**src/rtl/ch_data_aggregator_if.sv**
```systemverilog
// Node-memory bus between the aggregator and the shared memory.
// Synchronous read: data_in follows address by one cycle.
interface ch_data_aggregator_if #(
  parameter int ADDR_WIDTH = 11,
  parameter int WORD_WIDTH = 16
);
  logic [ADDR_WIDTH-1:0] address;
  logic                  wr_en;
  logic [WORD_WIDTH-1:0] data_out;
  logic [WORD_WIDTH-1:0] data_in;

  modport master (
    output address,
    output wr_en,
    output data_out,
    input  data_in
  );

  modport slave (
    input  address,
    input  wr_en,
    input  data_out,
    output data_in
  );
endinterface

```
**src/rtl/ch_data_aggregator.sv**
```systemverilog
// Cluster-head aggregation: reads member readings, floor-averages them,
// writes average and used count back to node memory.
module ch_data_aggregator #(
  parameter int WORD_WIDTH  = 16,
  parameter int ADDR_WIDTH  = 11,
  parameter int MAX_MEMBERS = 8,
  parameter int ADDR_STRIDE = 2,
  parameter logic [ADDR_WIDTH-1:0] COUNT_ADDR  = 11'h010,
  parameter logic [ADDR_WIDTH-1:0] MEMBER_BASE = 11'h012,
  parameter logic [ADDR_WIDTH-1:0] OUT_ADDR    = 11'h030
) (
  input  logic clock,
  input  logic nrst,
  input  logic en,
  input  logic start,
  input  logic forAggregation,
  output logic done,
  ch_data_aggregator_if.master mem
);

  localparam int CW = $clog2(MAX_MEMBERS) + 1;
  localparam int SW = WORD_WIDTH + $clog2(MAX_MEMBERS);
  localparam int DW = $clog2(SW + 1);
  localparam logic [ADDR_WIDTH-1:0] STRIDE = ADDR_WIDTH'(ADDR_STRIDE);
  localparam logic [CW-1:0] MAXM = CW'(MAX_MEMBERS);

  typedef enum logic [3:0] {
    S_IDLE, S_CNT_WAIT, S_RD_CNT, S_MEM_WAIT, S_RD_MEM,
    S_DIV, S_WR_AVG, S_GAP1, S_WR_CNT, S_GAP2, S_DONE
  } state_e;

  state_e state_q, state_d;
  logic [ADDR_WIDTH-1:0] addr_q, addr_d;
  logic [WORD_WIDTH-1:0] dout_q, dout_d;
  logic                  wr_q, wr_d;
  logic                  done_q, done_d;
  logic [CW-1:0]         m_q, m_d;
  logic [CW-1:0]         idx_q, idx_d;
  logic [CW-1:0]         cnt_q, cnt_d;
  logic [SW-1:0]         sum_q, sum_d;
  logic [CW-1:0]         rem_q, rem_d;
  logic [DW-1:0]         dcnt_q, dcnt_d;

  logic [CW-1:0] m_cap;
  logic [CW:0]   trial;
  logic          ge;
  logic [CW-1:0] rem_next;
  logic [SW-1:0] quo_next;

  assign mem.address  = addr_q;
  assign mem.wr_en    = wr_q;
  assign mem.data_out = dout_q;
  assign done         = done_q;

  // sum_q doubles as the dividend/quotient shift register during DIV
  always_comb begin
    m_cap = (mem.data_in > WORD_WIDTH'(MAX_MEMBERS)) ?
            MAXM : mem.data_in[CW-1:0];
    trial = {rem_q, sum_q[SW-1]};
    ge = (trial >= {1'b0, m_q});
    rem_next = ge ? CW'(trial - {1'b0, m_q}) : trial[CW-1:0];
    quo_next = {sum_q[SW-2:0], ge};
  end

  always_comb begin
    state_d = state_q;
    addr_d  = addr_q;
    dout_d  = dout_q;
    wr_d    = 1'b0;
    done_d  = done_q;
    m_d     = m_q;
    idx_d   = idx_q;
    cnt_d   = cnt_q;
    sum_d   = sum_q;
    rem_d   = rem_q;
    dcnt_d  = dcnt_q;
    unique case (state_q)
      S_IDLE: begin
        if (en && start) begin
          if (!forAggregation) begin
            done_d  = 1'b1;
            state_d = S_DONE;
          end else begin
            addr_d  = COUNT_ADDR;
            state_d = S_CNT_WAIT;
          end
        end
      end
      S_CNT_WAIT: state_d = S_RD_CNT;
      S_RD_CNT: begin
        m_d = m_cap;
        if (m_cap == '0) begin
          addr_d  = OUT_ADDR;
          dout_d  = '0;
          wr_d    = 1'b1;
          state_d = S_WR_AVG;
        end else begin
          addr_d  = MEMBER_BASE;
          idx_d   = '0;
          cnt_d   = '0;
          sum_d   = '0;
          state_d = S_MEM_WAIT;
        end
      end
      S_MEM_WAIT: begin
        if (idx_q + CW'(1) < m_q) begin
          addr_d = addr_q + STRIDE;
          idx_d  = idx_q + CW'(1);
        end
        state_d = S_RD_MEM;
      end
      S_RD_MEM: begin
        sum_d = sum_q + SW'(mem.data_in);
        cnt_d = cnt_q + CW'(1);
        // stop issuing once the last reading's address is out
        if (idx_q + CW'(1) < m_q) begin
          addr_d = addr_q + STRIDE;
          idx_d  = idx_q + CW'(1);
        end
        if (cnt_q + CW'(1) == m_q) begin
          rem_d   = '0;
          dcnt_d  = '0;
          state_d = S_DIV;
        end
      end
      S_DIV: begin
        sum_d  = quo_next;
        rem_d  = rem_next;
        dcnt_d = dcnt_q + DW'(1);
        if (dcnt_q == DW'(SW - 1)) begin
          addr_d  = OUT_ADDR;
          dout_d  = quo_next[WORD_WIDTH-1:0];
          wr_d    = 1'b1;
          state_d = S_WR_AVG;
        end
      end
      S_WR_AVG: state_d = S_GAP1;
      S_GAP1: begin
        addr_d  = OUT_ADDR + STRIDE;
        dout_d  = WORD_WIDTH'(m_q);
        wr_d    = 1'b1;
        state_d = S_WR_CNT;
      end
      S_WR_CNT: state_d = S_GAP2;
      S_GAP2: begin
        done_d  = 1'b1;
        state_d = S_DONE;
      end
      S_DONE: begin
        if (!en) begin
          done_d  = 1'b0;
          addr_d  = '0;
          dout_d  = '0;
          state_d = S_IDLE;
        end
      end
      default: state_d = S_IDLE;
    endcase
  end

  always_ff @(posedge clock) begin
    if (!nrst) begin
      state_q <= S_IDLE;
      addr_q  <= '0;
      dout_q  <= '0;
      wr_q    <= 1'b0;
      done_q  <= 1'b0;
      m_q     <= '0;
      idx_q   <= '0;
      cnt_q   <= '0;
      sum_q   <= '0;
      rem_q   <= '0;
      dcnt_q  <= '0;
    end else begin
      state_q <= state_d;
      addr_q  <= addr_d;
      dout_q  <= dout_d;
      wr_q    <= wr_d;
      done_q  <= done_d;
      m_q     <= m_d;
      idx_q   <= idx_d;
      cnt_q   <= cnt_d;
      sum_q   <= sum_d;
      rem_q   <= rem_d;
      dcnt_q  <= dcnt_d;
    end
  end

endmodule
```
**src/flat_wrapper.sv**
```systemverilog
// flat-port wrapper written by rule: the top's interface ports become plain ports
module ch_data_aggregator_flat 
#(
  parameter int WORD_WIDTH  = 16,
  parameter int ADDR_WIDTH  = 11,
  parameter int MAX_MEMBERS = 8,
  parameter int ADDR_STRIDE = 2,
  parameter logic [ADDR_WIDTH-1:0] COUNT_ADDR  = 11'h010,
  parameter logic [ADDR_WIDTH-1:0] MEMBER_BASE = 11'h012,
  parameter logic [ADDR_WIDTH-1:0] OUT_ADDR    = 11'h030
)
  (clock, nrst, en, start, forAggregation, done, mem_address, mem_wr_en, mem_data_out, mem_data_in);
  ch_data_aggregator_if #(.ADDR_WIDTH(ADDR_WIDTH), .WORD_WIDTH(WORD_WIDTH)) mem_i ();
  input  logic clock;
  input  logic nrst;
  input  logic en;
  input  logic start;
  input  logic forAggregation;
  output logic done;
  output wire logic [$bits(mem_i.address)-1:0] mem_address;
  output wire logic [$bits(mem_i.wr_en)-1:0] mem_wr_en;
  output wire logic [$bits(mem_i.data_out)-1:0] mem_data_out;
  input wire logic [$bits(mem_i.data_in)-1:0] mem_data_in;
  assign mem_address = mem_i.address;
  assign mem_wr_en = mem_i.wr_en;
  assign mem_data_out = mem_i.data_out;
  assign mem_i.data_in = mem_data_in;
  ch_data_aggregator #(.WORD_WIDTH(WORD_WIDTH), .ADDR_WIDTH(ADDR_WIDTH), .MAX_MEMBERS(MAX_MEMBERS), .ADDR_STRIDE(ADDR_STRIDE), .COUNT_ADDR(COUNT_ADDR), .MEMBER_BASE(MEMBER_BASE), .OUT_ADDR(OUT_ADDR)) u_core (.clock(clock), .nrst(nrst), .en(en), .start(start), .forAggregation(forAggregation), .done(done), .mem(mem_i));
endmodule
```
**config.mk**
```make
export PLATFORM = sky130hd
export DESIGN_NAME = ch_data_aggregator_flat
export DESIGN_NICKNAME = d
export VERILOG_FILES = /design/src/rtl/ch_data_aggregator_if.sv /design/src/rtl/ch_data_aggregator.sv /design/src/flat_wrapper.sv
export SDC_FILE = /design/constraint.sdc
export NUM_CORES = 1
export LEC_CHECK = 0
export ABC_CLOCK_PERIOD_IN_PS = 4460
export CORE_MARGIN = 2
export CORE_UTILIZATION = 45
export DETAILED_ROUTE_END_ITERATION = 16
export GPL_ROUTABILITY_DRIVEN = 0
export PLACE_DENSITY = 0.63
export SLEW_MARGIN = 0
export SYNTH_ARGS = -nofsm -noshare
export SYNTH_HDL_FRONTEND = slang
export SYNTH_SLANG_ARGS = --single-unit
```
**constraint.sdc**
```tcl
create_clock -name clock -period 4.46 [get_ports clock]
set_clock_uncertainty 0.2 [all_clocks]
set_input_delay 0.669 -clock clock [delete_from_list [all_inputs] [get_ports clock]]
set_output_delay 0.669 -clock clock [all_outputs]
set_load 0.05 [all_outputs]
```
# Yosys cells after proc, flatten, opt, wreduce, memory -nomap -nowiden
# Index checks and enable logic that the tools add are counted.
dict set report word_totals {
  reg_bits 73
  in_bits 21
  elab_cells 97
}
dict set report op_classes {
  n_addsub 6
  n_lt_le_gt_ge 3
  eq_ne 21
  n_mux 37
  reduce_logical 19
}
# operator count
set op_table {}
lappend op_table {{11-bit one-hot mux with 6 select lines} 1}
lappend op_table {{16-bit one-hot mux with 4 select lines} 1}
lappend op_table {{19-bit one-hot mux with 3 select lines} 1}
lappend op_table {{11-bit two-way mux} 5}
lappend op_table {{16-bit two-way mux} 3}
lappend op_table {{4-bit one-hot mux with 11 select lines} 1}
lappend op_table {{4-bit two-way mux} 10}
lappend op_table {{4-bit one-hot mux with 2 select lines} 3}
lappend op_table {{19-bit by 16-bit adder with 19-bit output} 1}
lappend op_table {{19-bit two-way mux} 1}
lappend op_table {{4-bit by 3-bit == test with 1-bit output (second input constant)} 4}
lappend op_table {{16-bit by 4-bit greater-than comparator with 1-bit output (second input constant)} 1}
lappend op_table {{4-bit == test (second input constant)} 3}
lappend op_table {{4-bit AND reduction} 3}
lappend op_table {{11-bit by 2-bit adder with 11-bit output (second input constant)} 1}
lappend op_table {{2-bit by 1-bit != test with 1-bit output (second input constant)} 5}
lappend op_table {{5-bit one-hot mux with 2 select lines} 1}
lappend op_table {{4-bit by 1-bit adder with 4-bit output (second input constant)} 2}
lappend op_table {{4-bit by 2-bit == test with 1-bit output (second input constant)} 2}
lappend op_table {{4-bit zero test} 2}
lappend op_table {{2-bit != test (second input constant)} 4}
lappend op_table {{6-bit two-way mux} 1}
lappend op_table {{1-bit one-hot mux with 3 select lines} 2}
lappend op_table {{2-bit AND reduction} 3}
lappend op_table {{18 further kinds} 25}

# Depth between registers and ports, before layout
# Gate-level depths: netlist (run 1).
dict set report depth {
  ltp_word 5
  mapped_depth 11
  mapped_depth_nobuf 10
}

# Least setup slack after synthesis (run 1)
# No wires, ideal clock.
dict set report synth_path {
  path_type {input to register}
  startpoint {input port mem_data_in[0]}
  endpoint {register u_core.sum_q[16]}
  setup_ns 0.131
  arrival_time_ns 2.402
  setup_slack_ns 1.727
  path_stages 10
  n_path_buf 0
  path_cell_list {ha_1 inv_1 fa_1 nor2b_1 o2111ai_1 a31oi_1 a211oi_2 o21ai_0 xnor2_1 o22ai_1}
}
dict set report synth_via {
  elab_chain_cells 5
  word_cells_on_any_way 7
  cone_classes {1 x add/sub; 1 x order compare; 1 x eq/ne; 2 x mux; 2 x reduce/logical}
}
# item line_no
set synth_lines {}
lappend synth_lines {{start, declared} flat_wrapper.sv:23} ;# input wire logic [$bits(mem_i.data_in)-1:0] mem_data_in;
lappend synth_lines {{16-bit by 4-bit greater-than comparator with 1-bit output} ch_data_aggregator.sv:57} ;# m_cap = (mem.data_in > WORD_WIDTH'(MAX_MEMBERS)) ?
lappend synth_lines {{4-bit two-way mux} ch_data_aggregator.sv:57}
lappend synth_lines {{4-bit zero test} ch_data_aggregator.sv:92} ;# if (m_cap == '0) begin
lappend synth_lines {{2-bit != test (no line)} -}
lappend synth_lines {{2-bit AND reduction (no line)} -}
lappend synth_lines {{end signal, assigned} ch_data_aggregator.sv:183} ;# sum_q <= sum_d;
lappend synth_lines {{end, declared} ch_data_aggregator.sv:40} ;# logic [SW-1:0] sum_q, sum_d;
# Several ways; a longest one is shown, not always the timed one.
# A chain may end at the register's enable or synchronous reset.

# Worst setup path after layout (run 1)
# Ends and elaborated chain as after synthesis.

==> impl_metrics.csv, run 1 <==
group,metric,value,unit
run_status,status,"completed",
routing,drt_iter0_markers,182,
sta,worst_hold_slack,0.257,ns
layout,design.final.nets,635,
routing,via_per_inst,5.78,
layout,diodes,0,
job,max_cap_violations,0,
layout,n_fill_cell,936,
grt,track_usage,22.1,%
die,number_of_placement_rows,36,
setup_path,crit_start_category,"primary input",
setup_path,cp_max_fo,4,
synthesis,synth_compound_gate_area_share,24.4,%
setup_path,crit_path_start,"mem_data_in[0]",
setup_path,critical_path.slowest_cell,"sky130_fd_sc_hd__clkdlybuf4s50_1",
layout,post_route_cells_drive_above_1_share,6.79,%
synthesis,synth-simple-area-share,22.5,%
sta,fin_crit_sh,72.3,%
routing,drt_drc_violations_left,0,
clocking,cts_post_setup_buffers_inserted,0,
die,full_die_area,10700,um^2
sta,finalSetupViolations,0,
clocking,clock_sinks,72,
grt,grt_first_pass_wirelength,18600,um
sta,final-hold-violation-count,0,
placement,place_worst_setup_slack,0.903,ns
clocking,clock_tree.root_cell,"sky130_fd_sc_hd__clkbuf_8",
grt,largest_net_degree_at_the_start_of_global_routing,53,
pwr,cellPowerDensity,434,nW/um^2
sta,clock.fmax,310,MHz
synthesis,postSynth.topFlopCell,"sky130_fd_sc_hd__dfxtp_1",
clocking,cts-buffers-inserted,9,
synthesis,ys_types,69,
sta,rsz0062_at_grt,"no",
synthesis,synthesis.area,4450,um^2
setup_path,crit_arrival,3.25,ns
sta,finalMaxSlewViolations,0,
synthesis,post_synth_main_area_contributors,"sky130_fd_sc_hd__dfxtp_1 32%, sky130_fd_sc_hd__ha_1 7.9%, sky130_fd_sc_hd__nor2_1 5.7%",
setup_path,crit_type,"in2reg",
placement,dpl.hpwl,8190,um
synthesis,netlist_instances,554,
synthesis,yosysSeqAreaShare,32.4,%
sta,slew-limit-headroom,34.1,%
placement,dpl.cell_count,706,
pwr,ir_worst_vdd,0.209,mV
synthesis,synth_area_leader_cell,"sky130_fd_sc_hd__dfxtp_1",
clocking,path_clk_slew,0.08,ns
synthesis,yosys.area_share.adder,8.76,%
clocking,htree_num_levels,3,
synthesis,warnings_synthesis,0,
setup_path,cp.required,4.49,ns
clocking,cts_buffer_depth,2,
clocking,cts_repair_resize_count,0,
synthesis,synth.top_cell.area_share,32.4,%
grt,grt-ovfl-total,0,
layout,post-route-util,53.8,%
sta,fin_crit,3.22,ns
placement,port_buffers,48,
die,die_w,103,um
die,die_h,103,um
synthesis,synth-edff-count,0,
die,initial_cell_density_of_the_core,46.0,%
routing,vias,4175,
grt,vias_in_the_first_global_route,3953,
sta,fin_tns_setup,0,ns
setup_path,setup.worst_path.end_class,"flip-flop",
routing,drt-wirelength-per-cell,15.7,um
worst_hold_path,hold_path.class,"reg2reg",
synthesis,yosys_register_bits,72,
die,design.core.area,9680,um^2
clocking,insertion_delay,0.35,ns
synthesis,mean_instance_size_in_the_synthesized_netlist,8.04,um^2
synthesis,synth.mux.area_fraction,0.730,%
layout,area_growth,16.9,%
pwr,p_leak,1.94,nW
setup_path,r2r_start,"u_core.state_q[0]$_SDFFE_PN0P_",
worst_hold_path,hold_path.startpoint,"u_core.mem.data_out[15]$_SDFFE_PN0P_",
setup_path,worstPathCellList,"clkdlybuf4s50_1 -> ha_1 -> inv_1 -> fa_1 -> nor2b_1 -> o2111ai_1 -> a31oi_1 -> a211oi_2 -> o21ai_0 -> xnor2_1 -> o22ai_1",
grt,grt_antenna_before_repair,0,
sta,setup_ws,1.24,ns
synthesis,post_synth_xor_area_fraction,5.70,%
clocking,cts_tree,"yes",
layout,stdcell_count,722,
sta,worst-slew-pin-transition,0.985,ns
die,boundaryPins,50,
routing,firstDrtPassIters,5,
routing,drtAntennaViolNets,0,
synthesis,synth_top_family_by_area,"compound AO/OA/AOI/OAI gates",
clocking,cts_hold_repair.buffers,0,
routing,finalWirelength,11300,um
setup_path,crit_path_max_incr_delay,0.54,ns
synthesis,synth_async_reset_ratio,0,%
synthesis,postSynthNetCount,605,
[state kept, by name, indices dropped and copies added, names as in the netlist]
register             flops
u_core.state_q           4
u_core.m_q               4
u_core.mem.data_out     16
u_core.rem_q             4
u_core.sum_q            19
u_core.idx_q             4
u_core.dcnt_q            5
u_core.mem.wr_en         1
u_core.done              1
u_core.cnt_q             4
u_core.mem.address      10
[cells in the mapped netlist, drive strengths merged (4+ instances only)]
cell and n:
a211oi 7, a21boi 4, a21o 7, a21oi 46, a221oi 5, a222oi 8, a22oi 13, a31oi 10
and3 10, buf 19, clkbuf 14, dfxtp 72, ha 28, inv 18, nand2 46, nand3 27
nand4 8, nor2 70, nor2b 7, nor3 15, nor4 5, o21a 5, o21ai 30, or3 7
xnor2 13, xor2 16
[cell usage in the layout, fill, tap and decap left out, drive strengths merged, types with 8 or more instances in the layout]
master         instances
dfxtp                 72
nor2                  70
clkdlybuf4s50         48
nand2                 46
a21oi                 46
o21ai                 30
ha                    28
nand3                 27
inv                   18
xor2                  16
nor3                  15
xnor2                 13
a22oi                 13
and3                  10
a31oi                 10
clkbuf                10
a222oi                 8
nand4                  8
[layout make-up]
type | count | area, um^2 | area share, %
multi-input combinational | 431 | 2780 | 53.3
sequential | 72 | 1440 | 27.7
timing repair buffer | 52 | 510 | 9.81
clock inverter | 6 | 116 | 2.24
tap | 133 | 166 | 3.20
inverter | 18 | 67.6 | 1.30
clock buffer | 10 | 128 | 2.45
[report_power, final]
part	switching, mW	internal [mW]	total, mW
sequential	0.101	0.698	0.799
combinational	0.530	0.281	0.811
clock	0.272	0.376	0.648
[kinds of logic (layout without fill, tap and decap cells)]
logic type | count (synthesis) | in the layout
AND/OR/NAND/NOR | 209 | 209
AO/OA/AOI/OAI | 159 | 159
flip-flops | 72 | 72
buffers and inverters | 51 | 86
adder cells (fa/ha/maj) | 30 | 30
XOR/XNOR | 29 | 29
multiplexers | 3 | 3
other | 1 | 1
[worst max-delay path, delay by kind of cell]
kind                       cells  cell delay, ns
and+or+nand+nor                1            0.19
AOI/OAI and AO/OA              5            1.04
buffers and inverters          2            0.59
adders and majority gates      2            0.60
xor gates and xnor gates       1            0.16
[stage by stage]
stage | area, um^2 | power [mW]
CTS | 5210 | 2.27
detailed placement | 4960 | 1.62
finish | 5210 | 2.26
global placement | 4960 | 1.61
global route | 5210 | 2.39
floorplan | 4450 | 1.45
[routing by layer]
layer,part of all wire (%),global-route usage (%),up-vias,wire (um)
met3,4.2,4.10,18,476
met5,0,0,-,0
met1,45,27.7,1974,5130
met4,2.4,7.59,0,272
met2,48,37.9,104,5430
li1,-,-,2079,-
[path summary, 6_finish.rpt]
kind | endpoint | slack [ns] | cells past startpoint
worst min register to register | u_core.mem.data_out[15]$_SDFFE_PN0P_ | 0.26 | 2
worst max-delay path | u_core.sum_q[16]$_SDFFE_PN0P_ | 1.24 | 11
worst min-delay path | u_core.mem.data_out[15]$_SDFFE_PN0P_ | 0.26 | 2
worst max register to register | u_core.sum_q[9]$_SDFFE_PN0P_ | 1.57 | 5
No activity file was read; power rests on OpenSTA's default activity.
==> inputs of run 2 (changes only) <==
Settings changed: ABC_CLOCK_PERIOD_IN_PS 4460 to 2700, PLACE_DENSITY 0.63 to 0.66.
Clock period 4.46 ns to 2.7 ns, I/O delays scaled along.
==> impl_metrics.csv, run 2 (same netlist as run 1, synthesis figures left out) <==
group,metric,value,unit
routing,firstDrtPassIters,5,
clocking,cts_tree,"yes",
run_status,status,"completed",
sta,clock.fmax,388,MHz
routing,drtAntennaViolNets,0,
layout,design_area,5760,um^2
worst_hold_path,whs_endpoint,"u_core.mem.data_out[9]$_SDFFE_PN0P_",
sta,finalSetupViolations,0,
routing,vias,4494,
die,die_h,103,um
layout,layout.cells.most_common_list,"72 x sky130_fd_sc_hd__dfxtp_1, 66 x sky130_fd_sc_hd__nor2_1, 62 x sky130_fd_sc_hd__buf_4",
setup_path,cp_max_fo,3,
layout,area_growth,29.3,%
grt,grt-ovfl-total,0,
routing,finalWirelength,12100,um
grt,grt_first_pass_wirelength,19500,um
setup_path,reg2reg_setup_slack,0.16,ns
die,die_w,103,um
routing,drt_iter0_markers,243,
clocking,insertion_delay,0.37,ns
layout,n_fill_cell,882,
setup_path,crit_start_category,"primary input",
clocking,clock_sinks,72,
grt,vias_in_the_first_global_route,4153,
die,full_die_area,10700,um^2
routing,wl_met1,5280,um
routing,met2_length,6010,um
placement,cell_area_placed,5410,um^2
routing,drt_drc_violations_left,0,
setup_path,r2r_start,"u_core.idx_q[0]$_SDFFE_PN0P_",
pwr,ir_worst_vdd,0.360,mV
routing,top_layer,"met4",
routing,via_per_inst,5.75,
placement,dpl.hpwl,8950,um
sta,finalMaxSlewViolations,0,
die,boundaryPins,50,
grt,largest_net_degree_at_the_start_of_global_routing,39,
setup_path,ff2ff_path_depth,9,
pwr,p_leak,2.28,nW
sta,setup_ws,0.122,ns
routing,drt-wirelength-per-cell,15.4,um
layout,registers.top_by_ff_count,"u_core.sum_q",
setup_path,crit_path_max_incr_delay,0.46,ns
clocking,cts_buffer_depth,2,
pwr,cellPowerDensity,690,nW/um^2
grt,grt_antenna_before_repair,0,
die,design.core.area,9680,um^2
clocking,clock_tree.root_cell,"sky130_fd_sc_hd__clkbuf_8",
clocking,path_clk_slew,0.08,ns
sta,fin_crit,2.58,ns
sta,final-hold-violation-count,0,
placement,port_buffers,48,
sta,fin_tns_setup,0,ns
layout,mostFrequentLayoutCell,"sky130_fd_sc_hd__dfxtp_1",
layout,post_route_cells_drive_above_1_share,16.9,%
job,max_cap_violations,0,
setup_path,critical_path.slowest_cell,"sky130_fd_sc_hd__clkdlybuf4s50_1",
worst_hold_path,hold_path.startpoint,"u_core.mem.data_out[9]$_SDFFE_PN0P_",
clocking,cts-buffers-inserted,9,
worst_hold_path,hold_path.class,"reg2reg",
setup_path,setup.worst_path.end_class,"flip-flop",
setup_path,worstPathCellList,"clkdlybuf4s50_1 -> ha_1 -> a21o_1 -> a31o_2 -> nor2_1 -> o21ai_0 -> xor2_1 -> a222oi_1 -> nor2_1",
sta,worst-slew-pin-transition,0.619,ns
sta,fin_crit_sh,95.5,%
worst_hold_path,hold_path_depth,2,
setup_path,crit_arrival,2.62,ns
sta,slew-limit-headroom,58.5,%
layout,design.final.nets,696,
placement,place_worst_setup_slack,-0.544,ns
die,number_of_placement_rows,36,
grt,track_usage,23.2,%
setup_path,critical-path-top-cell-by-count,"sky130_fd_sc_hd__nor2_1",
setup_path,cp.required,2.74,ns
die,initial_cell_density_of_the_core,46.0,%
sta,rsz0062_at_grt,"yes",
routing,met3RoutedLength,446,um
clocking,cts_hold_repair.buffers,0,
layout,diodes,0,
setup_path,r2r_end,"u_core.idx_q[2]$_SDFFE_PN0P_",
layout,largest_reg_flops,19,
setup_path,crit_type,"in2reg",
sta,worst_hold_slack,0.258,ns
clocking,htree_num_levels,3,
==> run 2: repair_timing <==
action	in CTS	in global routing
cloned	0	0
resized for setup	5	11
setup endpoints to repair	5	13
pin swaps	2	10
buffers inserted	6	1
==> run 2: worst max-delay path, delay by kind of cell <==
kind	cells	cell delay, ns
compound gates	4	0.96
xor+xnor	1	0.19
fa+ha+maj	1	0.33
buf+inv	1	0.46
simple gates	2	0.26
==> run 2: routing by layer <==
layer	vias to the layer above	global-route usage, %
met4	0	9.31
met2	130	40.6
met3	29	3.43
met1	2132	28.4
met5	-	0
li1	2203	-
==> run 2: power by group <==
part	total, mW	switching [mW]	internal, mW	leakage (nW)
logic	1.62	0.962	0.656	1.58
registers	1.30	0.144	1.15	0.582
clock network	1.06	0.425	0.634	0.115
==> run 2: metrics by stage <==
| step | total power, mW | util [%] | instances |
|---|---|---|---|
| global placement | 2.89 | 55.8 | 760 |
| global route | 4.19 | 59.5 | 782 |
| floorplan | 2.39 | - | 554 |
| finish | 3.97 | 59.5 | 782 |
| detailed placement | 2.92 | 55.8 | 760 |
| CTS | 3.98 | 59.0 | 781 |
==> run 2: final cells by class <==
class,instances,area [um^2],share of cell area (%)
Tap cell,133,166,2.89
Timing Repair Buffer,113,1010,17.6
Clock inverter,5,105,1.82
Inverter,18,67.6,1.17
Multi-Input combinational cell,431,2830,49.1
Sequential cell,72,1440,25.0
Clock buffer,10,138,2.39
==> run 2: how the worst max path moves through the flow <==
| stage | start | to | slack (ns) | cells after the start |
|---|---|---|---|---|
| 2_1_floorplan | mem_data_in[0] | u_core.sum_q[16]$_SDFFE_PN0P_ | 0.23 | 10 |
| 3_3_place_gp | mem_data_in[0] | u_core.sum_q[14]$_SDFFE_PN0P_ | -0.52 | 12 |
| 3_5_place_dp | mem_data_in[0] | u_core.sum_q[14]$_SDFFE_PN0P_ | -0.54 | 12 |
| 4_1_cts | mem_data_in[0] | u_core.sum_q[14]$_SDFFE_PN0P_ | 0.02 | 12 |
| 5_1_grt | u_core.idx_q[0]$_SDFFE_PN0P_ | u_core.idx_q[2]$_SDFFE_PN0P_ | -0.02 | 9 |
| 6_report | mem_data_in[4] | u_core.sum_q[7]$_SDFFE_PN0P_ | 0.12 | 9 |
